File: src/rtl/mv_dac_driver.sv
// mv_dac_driver: mV setpoint to 16-bit code, PWM DAC output (define SIGMA_DELTA_EN for a first-order modulator instead)
module mv_dac_driver #(
   parameter int unsigned SCALING_FACTOR = 26844,
   parameter int unsigned SHIFT_FACTOR   = 12,
   parameter int unsigned MV_MAX         = 9999,
   parameter int unsigned CNT_WIDTH      = 16
) (
   input  logic        clk,
   input  logic        reset,
   input  logic        mv_valid,
   input  logic [15:0] mv_data,
   output logic        mv_ready,
   output logic [15:0] dac_code,
   output logic        pwm_out,
   output logic        period_start
);
   localparam int PW = 16 + $clog2(SCALING_FACTOR) + 1;
   localparam logic [1:0] IDLE = 2'd0, MULT = 2'd1, SHIFT = 2'd2, PEND = 2'd3;
   localparam logic [15:0] mv_max_c = 16'(MV_MAX);
   localparam logic [PW-1:0] scale_c = PW'(SCALING_FACTOR);
   logic [1:0] state;
   logic [15:0] m, code_pend;
   logic [PW-1:0] prod, prod_sh;
   logic [CNT_WIDTH-1:0] counter;
   logic wrap, accept, apply;
   assign mv_ready = (state == IDLE) && !reset;
   assign accept = mv_valid && mv_ready;
   assign wrap = &counter;
   assign prod_sh = prod >> SHIFT_FACTOR;
`ifdef SIGMA_DELTA_EN
   assign apply = state == PEND;
`else
   assign apply = (state == PEND) && wrap;
`endif
   always_ff @(posedge clk) begin
      if (reset) begin
         state     <= IDLE;
         m         <= '0;
         prod      <= '0;
         code_pend <= '0;
         dac_code  <= '0;
      end else begin
         if (accept) begin
            m     <= (mv_data > mv_max_c) ? mv_max_c : mv_data;
            state <= MULT;
         end
         if (state == MULT) begin
            prod  <= {{(PW-16){1'b0}}, m} * scale_c;
            state <= SHIFT;
         end
         if (state == SHIFT) begin
            code_pend <= (|prod_sh[PW-1:16]) ? 16'hFFFF : prod_sh[15:0];
            state     <= PEND;
         end
         if (apply) begin
            dac_code <= code_pend;
            state    <= IDLE;
         end
      end
   end
   always_ff @(posedge clk) begin
      if (reset) begin
         counter      <= '0;
         period_start <= 1'b0;
      end else begin
         counter      <= counter + CNT_WIDTH'(1);
         period_start <= wrap;
      end
   end
`ifdef SIGMA_DELTA_EN
   logic [15:0] acc;
   always_ff @(posedge clk) begin
      if (reset) begin
         acc     <= '0;
         pwm_out <= 1'b0;
      end else begin
         {pwm_out, acc} <= {1'b0, acc} + {1'b0, dac_code};
      end
   end
`else
   always_ff @(posedge clk) begin
      if (reset) pwm_out <= 1'b0;
      else pwm_out <= counter < dac_code[15 -: CNT_WIDTH];
   end
`endif
endmodule

File: config.mk
export PLATFORM = sky130hd
export DESIGN_NAME = mv_dac_driver
export DESIGN_NICKNAME = d
export VERILOG_FILES = /design/src/rtl/mv_dac_driver.sv
export SDC_FILE = /design/constraint.sdc
export NUM_CORES = 1
export LEC_CHECK = 0
export CORE_ASPECT_RATIO = 1.1
export CORE_MARGIN = 10
export CORE_UTILIZATION = 45
export DETAILED_ROUTE_END_ITERATION = 8
export PLACE_DENSITY_LB_ADDON = 0.08
export SKIP_LAST_GASP = 1
export SYNTH_ARGS = -nofsm -noshare
export SYNTH_HDL_FRONTEND = slang
export SYNTH_SLANG_ARGS = --single-unit
export TNS_END_PERCENT = 20
File: constraint.sdc
create_clock -name clk -period 4.7 [get_ports clk]
set_input_delay 0.705 -clock clk [delete_from_list [all_inputs] [get_ports clk]]
set_output_delay 0.705 -clock clk [all_outputs]
set_load 0.01 [all_outputs]
==> impl_metrics.tcl <==
set metrics [dict create \
    critPathLaunchType "register" \
    synth.distinct_cells 68 \
    syn_area_sq_um 7850 \
    grt_pass1_vias 6693 \
    critPathTopFamily "adder cells" \
    drtPass1Iterations 4 \
    io_pins 38 \
    rsz0062_at_grt "true" \
    viasPerCell 5.09 \
    final_nets 1174 \
    ys_top_cells_by_count "165 x inv_1, 113 x ha_1, 87 x dfxtp_1, 86 x nor2_1, 72 x fa_1" \
    cts-root-buf "clkbuf_16" \
    ys_seq_elements 87 \
    dr.first_iter.drc_count 265 \
    hold_viol 0 \
    max_freq_mhz 215 \
    dieArea_sq_um 23100 \
    fin_setup_tns_ps 0 \
    fin_crit_ps 4640 \
    antennaDiodeCount 0 \
    tritoncts "done" \
    antenna_found_initial 0 \
    drive_gt1_frac 0.156 \
    die_w_um 146 \
    whs_ps 457 \
    cp_slowest_cell "fa_1" \
    fin_ws_ps 55.8 \
    area_delta_synth_final_pct 18.9 \
    path_cells "ha_4, fa_1, inv_1, fa_1, inv_1, fa_1, inv_1, fa_1, inv_1, ha_4, a21o_1, a21o_2, nor2_4, a2111oi_4, buf_4, or2_4, a211o_1" \
    ys_warn_count 0 \
    syn_nets 1100 \
    layoutNonFillerInstCount 1209 \
    cts_buffer_depth 2 \
    cp.required_ps 4940 \
    gp_congestion 0.869 \
    overflow 0 \
    ir_worst_vdd_uv 701 \
    hpwl_um 15600 \
    path_class "register to register" \
    place_ws_ps -109 \
    synth_area_leaders "dfxtp_1 22%, fa_1 18%, ha_1 18%" \
    num_rows 50 \
    drc_errors 0 \
    holdCritPathClass "register to register" \
    post_dp_cell_area_sq_um 8730 \
    slew_headroom 0.452 \
    worst_setup_path_end_kind "register" \
    fill_cells 1592 \
    portBuffers 37 \
    num_vias 6148 \
    status "finished clean" \
    postLayoutCellArea_sq_um 9330 \
    grt_max_degree 72 \
    yosysMostFrequentCell "inv_1" \
    netlist_instances 896 \
    multi_input_area_sq_um 5630 \
    synth_ff_type "dfxtp_1" \
    cts.clk_slew.worst_paths_ps 70 \
    cts_buffers 9 \
    wl_um 19000 \
    insertion_delay_ps 350 \
    post-route-period-util 0.988 \
    h-tree-depth 3 \
    ant_nets 0 \
    grt_util_all_layers 0.170 \
    yosys.area.top_type_share 0.222 \
    yosys.area.top_type "dfxtp_1" \
    initial_core_util 0.459 \
    core_area_sq_um 17100 \
    grt_pass1_wl_um 32000 \
    wl_per_cell_um 15.7 \
    critPathMaxStageDelay_ps 540 \
    powerDensity_nw_per_um2 793 \
    clock-sinks 87 \
    crit_buf_inv 5 \
    maxCapViolCount 0 \
    setup_viol 0 \
    synth_edf_count 0 \
    register_area_sq_um 1760 \
    dieHeight_um 159 \
    report.power.total_mw 7.40 \
    slew_violations 0 \
    path_max_fanout 4 \
    avgSynthCellArea_sq_um 8.76 \
    final_util 0.546 \
    cellLeakagePower_nw 4.22 \
    synth.yosys.seq_area_share 0.222 \
    arrival_ps 4880 \
    skew_ps 8.38 \
    async_reset_ff_frac 0 \
    tightest_slew_ps 822 \
    dp.cells 1188 \
]
## area by class of cell
cell class,instances,area share
repair buffers,90,0.0818
clock buffers,10,0.0245
well taps,234,0.0314
flip-flops and latches,87,0.188
clock inverters,6,0.00496
multi-input cells,617,0.603
inverters,165,0.0664
## cells by family after synthesis
kind of cell | Yosys count | synth area share
xor gates and xnor gates | 25 | 0.0279
and+or+nand+nor | 257 | 0.156
buffers and inverters | 192 | 0.0957
adders and majority gates | 185 | 0.364
muxes | 4 | 0.00526
DFF | 87 | 0.222
AOI/OAI and AO/OA | 146 | 0.130
## sequential cells by signal, summed over array words and instances (netlist names)
register and count:
prod 19, code_pend 16, period_start 1, pwm_out 1, dac_code 16, counter 16
m 16, state 2
## where the power goes
| part | switching, mW | internal [mW] | leakage [nW] |
|---|---|---|---|
| clock | 0.330 | 0.362 | 0.129 |
| sequential | 0.0998 | 0.873 | 0.712 |
| combinational | 3.14 | 2.59 | 3.38 |
## repair_timing
action,CTS,global route
endpoints found under the setup margin,8,13
endpoints found under the hold margin,0,0
gates resized for setup,12,51
pin swaps,1,8
hold buffers,0,0
setup buffers,3,2
## tightest hold or removal path: stages, from the launching register on
cell and delay, ps:
dfxtp_1 310, nand2_1 50, a21oi_1 50
## placed cells by master (no fill, tap or decap), types with 4 or more instances in the layout
cell type	synthesis	routed
o211ai_1	4	4
nor2b_1	6	6
o21ai_0	21	17
o22ai_1	5	5
ha_2	0	4
or2_2	5	5
nand2b_1	16	16
nand2_1	61	61
a21oi_2	9	15
xnor2_1	10	10
nand2_2	9	9
a211oi_1	9	7
a21o_1	9	8
o21ai_1	1	4
buf_4	0	53
dfxtp_2	0	8
nand3_1	15	14
nand4_1	11	11
clkbuf_16	0	9
inv_1	165	163
ha_4	0	9
dfxtp_1	87	78
a22o_1	6	6
xor2_1	15	15
clkdlybuf4s50_1	0	36
nor3_1	24	23
a21oi_1	43	37
o21a_1	5	5
ha_1	113	100
fa_1	72	71
nor2_1	86	83
## metal layers
metal  track usage  vias up  wire length (um)
met5             0        -                 0
met4        0.0645        0               522
met3        0.0329       34               539
met2         0.315       85              9740
met1         0.188     2936              8190
li1              -     3093                 -
## final timing paths
kind	startpoint	to	slack, ps	depth (start not counted)
worst min-delay path	code_pend[15]	dac_code[15]	460	2
worst min register to register	code_pend[15]	dac_code[15]	460	2
worst max-delay path	m[10]	prod[30]	60	17
worst max register to register	m[10]	prod[30]	60	17
No activity file was read; power rests on OpenSTA's default activity.
